## config.mk

```make
export PLATFORM = sky130hd
export DESIGN_NAME = date_keeper
export DESIGN_NICKNAME = d
export VERILOG_FILES = /design/src/rtl/date_keeper.sv
export SDC_FILE = /design/constraint.sdc
export NUM_CORES = 1
export LEC_CHECK = 0
export CORE_ASPECT_RATIO = 0.7
export CORE_MARGIN = 10
export CORE_UTILIZATION = 47
export CTS_CLUSTER_SIZE = 20
export DETAILED_ROUTE_END_ITERATION = 12
export PLACE_DENSITY = 0.73
export SLEW_MARGIN = 20
export SYNTH_ARGS = -nofsm -noshare
export SYNTH_HDL_FRONTEND = slang
export SYNTH_SLANG_ARGS = --single-unit
```

## constraint.sdc

```tcl
create_clock -name clk -period 5.6 [get_ports clk]
set_clock_uncertainty 0.05 [all_clocks]
set_input_delay 1.12 -clock clk [delete_from_list [all_inputs] [get_ports clk]]
set_output_delay 1.12 -clock clk [all_outputs]
set_load 0.05 [all_outputs]
```

## src/rtl/date_keeper.sv

```systemverilog
// Calendar date keeper: tracks day/month/year/weekday with per-day ticks,
// validated synchronous loads and single-cycle rollover/error status pulses.
module date_keeper #(
    parameter int YEAR_W    = 12,
    parameter int YEAR_MIN  = 2000,
    parameter int YEAR_MAX  = 2099,
    parameter int WDAY_INIT = 6
) (
    input  logic              clk,
    input  logic              rst_n,
    input  logic              day_tick,
    input  logic              load,
    input  logic [4:0]        ld_day,
    input  logic [3:0]        ld_month,
    input  logic [YEAR_W-1:0] ld_year,
    input  logic [2:0]        ld_wday,
    input  logic              rd_en,
    output logic [4:0]        day,
    output logic [3:0]        month,
    output logic [YEAR_W-1:0] year,
    output logic [2:0]        wday,
    output logic [4:0]        bus_day,
    output logic [3:0]        bus_month,
    output logic [YEAR_W-1:0] bus_year,
    output logic [2:0]        bus_wday,
    output logic              month_end,
    output logic              year_end,
    output logic              load_err
);

    localparam logic [YEAR_W-1:0] Y_MIN    = YEAR_W'(YEAR_MIN);
    localparam logic [YEAR_W-1:0] Y_MAX    = YEAR_W'(YEAR_MAX);
    localparam logic [2:0]        WDAY_RST = 3'(WDAY_INIT);

    function automatic logic is_leap(input logic [YEAR_W-1:0] y);
        logic div100;
        logic div400;
        div100 = ((y % YEAR_W'(100)) == '0);
        div400 = ((y % YEAR_W'(400)) == '0);
        return (y[1:0] == 2'b00) && (!div100 || div400);
    endfunction

    function automatic logic [4:0] month_len(input logic [3:0] m, input logic leap);
        logic [4:0] len;
        case (m)
            4'd2:                      len = leap ? 5'd29 : 5'd28;
            4'd4, 4'd6, 4'd9, 4'd11:   len = 5'd30;
            default:                   len = 5'd31;
        endcase
        return len;
    endfunction

    logic [4:0]        day_q, day_d;
    logic [3:0]        month_q, month_d;
    logic [YEAR_W-1:0] year_q, year_d;
    logic [2:0]        wday_q, wday_d;
    logic              month_end_q, month_end_d;
    logic              year_end_q, year_end_d;
    logic              load_err_q, load_err_d;

    logic [4:0] cur_len;
    logic [4:0] ld_len;
    logic       ld_valid;

    always_comb begin
        cur_len  = month_len(month_q, is_leap(year_q));
        ld_len   = month_len(ld_month, is_leap(ld_year));
        ld_valid = (ld_month >= 4'd1) && (ld_month <= 4'd12)
                && (ld_day != 5'd0) && (ld_day <= ld_len)
                && (ld_year >= Y_MIN) && (ld_year <= Y_MAX)
                && (ld_wday <= 3'd6);
    end

    // Load wins over tick; an invalid load still swallows a coincident tick.
    always_comb begin
        day_d       = day_q;
        month_d     = month_q;
        year_d      = year_q;
        wday_d      = wday_q;
        month_end_d = 1'b0;
        year_end_d  = 1'b0;
        load_err_d  = 1'b0;
        if (load) begin
            if (ld_valid) begin
                day_d   = ld_day;
                month_d = ld_month;
                year_d  = ld_year;
                wday_d  = ld_wday;
            end else begin
                load_err_d = 1'b1;
            end
        end else if (day_tick) begin
            wday_d = (wday_q == 3'd6) ? 3'd0 : wday_q + 3'd1;
            if (day_q < cur_len) begin
                day_d = day_q + 5'd1;
            end else begin
                day_d       = 5'd1;
                month_end_d = 1'b1;
                if (month_q == 4'd12) begin
                    month_d    = 4'd1;
                    year_end_d = 1'b1;
                    year_d     = (year_q == Y_MAX) ? Y_MIN : year_q + YEAR_W'(1);
                end else begin
                    month_d = month_q + 4'd1;
                end
            end
        end
    end

    always_ff @(posedge clk or negedge rst_n) begin
        if (!rst_n) begin
            day_q       <= 5'd1;
            month_q     <= 4'd1;
            year_q      <= Y_MIN;
            wday_q      <= WDAY_RST;
            month_end_q <= 1'b0;
            year_end_q  <= 1'b0;
            load_err_q  <= 1'b0;
        end else begin
            day_q       <= day_d;
            month_q     <= month_d;
            year_q      <= year_d;
            wday_q      <= wday_d;
            month_end_q <= month_end_d;
            year_end_q  <= year_end_d;
            load_err_q  <= load_err_d;
        end
    end

    assign day       = day_q;
    assign month     = month_q;
    assign year      = year_q;
    assign wday      = wday_q;
    assign month_end = month_end_q;
    assign year_end  = year_end_q;
    assign load_err  = load_err_q;

    assign bus_day   = {5{rd_en}} & day_q;
    assign bus_month = {4{rd_en}} & month_q;
    assign bus_year  = {YEAR_W{rd_en}} & year_q;
    assign bus_wday  = {3{rd_en}} & wday_q;

endmodule

```

# --- After elaboration in Yosys (flattened, before gate mapping) ---
# Index checks and enable logic that the tools add are counted.
totals:
  register_bits: 27
  in_bits: 29
  out_inout_bits: 51
  word_cells: 99
classes:
  add_sub_neg: 4
  n_div: 4
  n_lt_le_gt_ge: 7
  eq_ne: 15
  muxes: 32
  bitwise_logic: 4
  reduce_logical: 26
ops:
  columns: ["op", "n"]
  rows:
  - ["two-way mux 12 bit", 6]
  - ["zero test 12 bit", 4]
  - ["modulo 12 x 7 -> 12 bit, second input constant", 2]
  - ["modulo 12 x 9 -> 12 bit, second input constant", 2]
  - ["equality test 4 bit, second input constant", 5]
  - ["two-way mux 4 bit", 5]
  - ["two-way mux 5 bit", 4]
  - ["equality test 4 x 3 -> 1 bit, second input constant", 4]
  - ["adder 12 x 1 -> 12 bit, second input constant", 1]
  - ["AND 12 bit", 1]
  - ["equality test 12 bit, second input constant", 1]
  - [">= comparator 12 x 11 -> 1 bit, second input constant", 1]
  - ["less-or-equal comparator 12 bit, second input constant", 1]
  - ["two-way mux 3 bit", 4]
  - ["two-way mux 1 bit", 11]
  - ["equality test 4 x 2 -> 1 bit, second input constant", 2]
  - ["logical AND 1 bit", 8]
  - ["one-hot mux 2 bit (2 select lines)", 2]
  - ["OR reduction 4 bit", 2]
  - ["adder 5 x 1 -> 5 bit, second input constant", 1]
  - ["AND 5 bit", 1]
  - ["less-or-equal comparator 5 bit", 1]
  - ["< comparator 5 bit", 1]
  - ["nonzero test 5 bit", 1]
  - ["17 further kinds", 21]

# --- Depth between registers and ports, before layout ---
# Gate-level depths: netlist of run 1.
logic_depth:
  word_depth: 14
  depth_mapped: 27
  depth_no_buf: 23

# --- Worst setup path before layout of run 1 ---
# Ideal clock, no wire load.
synth_path:
  path_type: "in2reg"
  from: "in ld_year[7]"
  to: "reg year_q[11] (netlist: year[11])"
  setup_time_ns: 0.135
  t_arrival_ns: 6.138
  t_required_ns: 5.415
  setup_slack_ns: -0.722
  stages: 26
  path_buffers: 4
  cell_sequence: "clkbuf_1 or2_2 o2bb2ai_1 a222oi_1 nor4_1 o221ai_1 nand3_1 a211o_1 and2_1 o21ai_0 mux2_2 o21ai_0 a31oi_1 ha_1 a21oi_1 o21ai_0 nand4_1 nor2_1 nand2_1 and2_1 clkbuf_1 or3_1 clkbuf_1 clkbuf_1 o21ai_0 o21ai_0"
synth_between:
  elab_chain_len: 14
  elab_cells_between_ends: 18
  cone_classes: "div (2); order compare (3); eq/ne (1); mux (2); reduce/logical (10)"
synth_rtl:
  columns: ["element", "line", "rtl"]
  rows:
  - ["from (decl)", "15", "input logic [YEAR_W-1:0] ld_year,"]
  - ["modulo 12 x 7 -> 12 bit", "38", "div100 = ((y % YEAR_W'(100)) == '0);"]
  - ["zero test 12 bit", "38", null]
  - ["zero test 1 bit", "40", "return (y[1:0] == 2'b00) && (!div100 || div400);"]
  - ["logical OR 1 bit", "40", null]
  - ["logical AND 1 bit", "40", null]
  - ["two-way mux 1 bit", "46", "4'd2: len = leap ? 5'd29 : 5'd28;"]
  - ["one-hot mux 2 bit (2 select lines)", "45", "case (m)"]
  - ["less-or-equal comparator 5 bit", "69", "&& (ld_day != 5'd0) && (ld_day <= ld_len)"]
  - ["logical AND 1 bit", "69", null]
  - ["logical AND 1 bit", "70", "&& (ld_year >= Y_MIN) && (ld_year <= Y_MAX)"]
  - ["logical AND 1 bit *", "70", null]
  - ["logical AND 1 bit *", "71", "&& (ld_wday <= 3'd6);"]
  - ["!= test 2 x 1 -> 1 bit (no source line) *", null, null]
  - ["AND reduction 4 bit (no source line) *", null, null]
  - ["to (signal assigned)", "122", "year_q <= year_d;"]
  - ["to (decl)", "55", "logic [YEAR_W-1:0] year_q, year_d;"]
# Every way passes the cells marked *; elsewhere a longest branch is shown, timed or not.
# A chain may end at the register's enable or synchronous reset.

# --- Worst setup path after layout of run 1 ---
layout_path:
  from: "in ld_year[8]"
  to: "reg year_q[5] (netlist: year[5])"
# The elaborated chain is that of the path after synthesis.

==> results of run 1 <==
-- repair_timing --
action                     CTS  global route
setup endpoints to repair   24            24
gates cloned                 1             0
pin swaps                   14            15
gates resized for setup     39            55
buffers inserted            12            12
-- worst reg2reg max path: stages (launching register included) --
cell and delay (ps):
dfrtp_1 860, nor2b_1 220, a2111oi_0 610, o211ai_1 280, o2111ai_1 330, o21ai_0 270, a211o_1 330, and2_1 190
a2bb2oi_1 150, or4b_4 500, a2111oi_4 580, a21oi_2 140, a221o_1 360
-- synth_stat cells, drive strengths merged, types with 9 or more instances --
library cell   n  area share [%]
a21o          11             1.9
a21oi         46             5.5
a31oi         12             1.9
and2          34             4.9
buf           12             1.3
clkbuf        31             2.7
dfrtp         17             9.8
dfstp         10             6.1
ha            10             2.9
inv           26             2.3
nand2         49             4.3
nand3         27             3.1
nor2          52             4.6
nor2b         15             2.2
nor3          18             2.1
o211ai        18             3.5
o21a           9             1.6
o21ai         47             5.4
o22ai         10             1.4
o31ai          9             1.6
-- logic make-up (layout without fill, tap and decap cells) --
kind of cell / after synthesis / count (layout) / synth area share, %
and+or+nand+nor: 246 / 246 / 29.6
AOI/OAI and AO/OA: 244 / 244 / 41.1
buffers and inverters: 70 / 208 / 6.33
DFF: 27 / 27 / 15.9
adders and majority gates: 11 / 11 / 3.12
xor gates and xnor gates: 9 / 9 / 1.82
muxes: 9 / 9 / 2.20
-- metal layers --
layer | global-route usage (%) | share of wire (%)
met5 | 0 | 0
met4 | 2.59 | 1.3
met3 | 4.94 | 9.6
met2 | 35.9 | 45
met1 | 31.4 | 44
-- placed cells by master, fill, tap and decap left out, types with 11 or more instances in the layout --
cell / n
clkdlybuf4s50_1: 73
nand2_1: 44
nand3_1: 27
buf_4: 87
o21ai_0: 24
inv_1: 26
a21o_1: 11
o211ai_1: 15
o21ai_1: 17
dfrtp_1: 17
nor2b_1: 14
nor3_1: 17
nor2_1: 48
and2_1: 32
a21oi_1: 38
-- final cells by class --
cell class | count | area [sq um] | share of cell area [%]
Inverter | 27 | 101 | 1.63
Clock inverter | 1 | 8.76 | 0.140
Tap cell | 124 | 155 | 2.49
Sequential cell | 27 | 688 | 11.0
Multi-Input combinational cell | 519 | 3660 | 58.7
Timing Repair Buffer | 177 | 1550 | 24.8
Clock buffer | 3 | 75.1 | 1.20
-- sequential cells by signal (all words and copies together), names as in the netlist --
register / count
load_err: 1
month_end: 1
wday: 3
month: 4
year_end: 1
year: 12
day: 5
-- through the flow --
step                std cells  area [sq um]  hold slack [ps]
floorplan                 616          4390              558
global placement          850          5680              501
detailed placement        850          5680              492
CTS                       867          6000              515
global route              878          6230              553
finish                    878          6230              510
-- how the worst max path moves through the flow --
stage               endpoint  cells after the start  slack [ps]   startpoint
global route         year[7]                     30        -410   ld_year[8]
floorplan           year[11]                     26        -310   ld_year[7]
finish               year[5]                     28        -130   ld_year[8]
global placement     year[7]                     30        -640   ld_year[7]
CTS                  year[7]                     29         -40  ld_year[11]
detailed placement   year[7]                     25        -820   ld_year[8]
-- power by group --
part           switching [mW]  internal (mW)  leakage (nW)
Sequential              0.297          0.298         0.306
Clock                  0.0795         0.0992        0.0415
Combinational            1.60           1.06          2.16
==> impl.org, run 1 <==
** Global route
- Summed over all layers, the global routing overflow is 0.
- The first global-routing pass estimated between 20,000 and 30,000 um of wire.
- The number of antenna violations at the first check in global routing was 0.
- Pin count of the biggest net entering global routing :: 32
- In the global route stage, overall resource usage came out at 22.6%.
- The via count of the first global-routing pass was around 5.2k.

** Cells and area
- N_diodes :: 0
- Net count reported at finish :: 794
- Compared with the post-synthesis result, the final layout area differs by 44.1%.
- Core occupancy in the finished layout :: 69.0%
- Fill cells :: 734
- Of the cells placed in the final design, the portion with a size suffix greater than 1 is between 20% and 30%.

** Floorplanning
- Standard cell core area :: 0.00903 sq mm
- From left edge to right edge, the die measures 135 um.
- DIE AREA :: 0.0135 sq mm
- Die Span Y :: 100 um
- In this run the core area contains 29 standard-cell rows.
- 80 I/O pins were placed.
- For this configuration, the core starts out at a cell density of 47.9%.

** Critical path
- Counting stages on the worst path, the most repeated cell is buf_4.
- Worst Setup End Kind :: flip-flop
- Register-to-Register Path Depth :: 12
- The worst register-to-register path begins at year[11].
- Register-to-register setup slack :: 620 ps
- Kind of cell adding the most delay to the critical path :: simple AND/OR/NAND/NOR gates
- Kind of critical path :: primary input to flip-flop
- Kind of launch point of the worst setup path :: primary input
- STA puts the critical path data required time at 5700 ps.
- The critical path contains buffers and inverters numbering 6 combined.
- Worst R2R End :: day[2]
- CP max FO :: 7
- Arrival time worst endpoint :: just under 6000 ps
- The largest single stage delay on the critical path is 560 ps.
- Standard cell with the maximum stage delay on the critical path :: or4_4

** Synth
- Synthesis instantiated 80 different standard cells from the library.
- Among all flip-flop cells after synthesis, the most frequent one is dfrtp_1.
- Sequential area share after synthesis :: 15.9%
- Number of synthesized flops with an enable pin :: 0
- A synthesized cell averages 7.03 sq um.
- Number of synthesis warnings :: 0
- Synthesized instance count :: 616
- Async set-reset flop share out of synthesis :: 100%
- Synthesis inferred 27 register bits.
- The synthesized netlist occupies a cell area of between 0.004 and 0.005 sq mm.
- The number of nets handed over by synthesis was 655.

** Power and ir drop
- The design draws between 3 and 4 mW.
- VDD IR-drop max :: 430 uV
- Power Density :: 551 mW/mm^2
- Leakage :: 2.51 nW

** Routing
- Initial drt markers :: 673
- The final layout contains routed wiring with a total length of about 17,000 um.
- For this run, the detailed router's first-pass iteration total came to 7.
- Detailed routing inserted a total of 5,536 vias.
- In this run the remaining antenna-violating nets after routing total 0.
- In the routed design, unresolved DRC markers number 0.
- Wirelength per Cell :: 18.9 um
- In the routed layout, each cell is associated on average with a via count of 6.31.

** Placement
- Half-perimeter wire length after detailed placement :: 11,700 um
- Routability congestion estimate from global placement :: about 0.89
- Dpl ws :: -822 ps
- Port buffer count :: ~80

** Run
- The tool flagged a number of max-cap violations equal to 0.

** Min path
- Hold worst-path end :: day[0]
- Counting instances, the worst hold path has a depth of 2.
- The worst hold path begins at day[0].
- Hold Crit Class :: flip-flop to flip-flop

** Clock tree
- The number of clock buffers added by TritonCTS is 3.
- For this design, the CTS-stage hold fixing added 0 buffers.
- Buffer cell driving the clock tree root :: clkbuf_16
- The clock reaches the later pin of the worst-skew pair after 270 ps.
- CTS sink count :: 27
- After clock tree synthesis, the clock-pin slew on the worst setup and hold paths is 80 ps.
- In this run the number of H-tree levels came out at 1.
- Number of buffers between clock root and the deepest sink :: 2
- TritonCTS clock tree :: yes

** Timing
- Total negative slack :: -620 ps
- Unrepaired setup endpoints after global routing :: yes
- Final worst slack :: -134 ps
- Setup violations remaining at the end of the flow were counted as 9.
- Headroom to the max-slew limit came out at 23.9%.
- Final Max Tran Viols :: 0
- For the pin with the worst max-slew slack, the measured transition is 1130 ps.
- Hold Violations, Final :: 0
- Final critical path time including I/O delays and setup :: approximately 5700 ps
- Tcrit/Tclk final :: 102%
- For this run, the top clock speed supported by timing is ~170 MHz.

** Outcome
- Outcome :: finished, violations left
- The final reports fail on setup timing.
No activity file was read; power rests on OpenSTA's default activity.
==> run 2, diff against run 1 <==
--- a/config.mk
+++ b/config.mk
@@ -10,8 +10,9 @@
 export CORE_UTILIZATION = 47
 export CTS_CLUSTER_SIZE = 20
 export DETAILED_ROUTE_END_ITERATION = 12
+export HOLD_SLACK_MARGIN = 0.03
 export PLACE_DENSITY = 0.73
-export SLEW_MARGIN = 20
+export SLEW_MARGIN = 5
 export SYNTH_ARGS = -nofsm -noshare
 export SYNTH_HDL_FRONTEND = slang
 export SYNTH_SLANG_ARGS = --single-unit
==> results of run 2 <==
Final layout, timing and power as in run 1 (identical DEF).
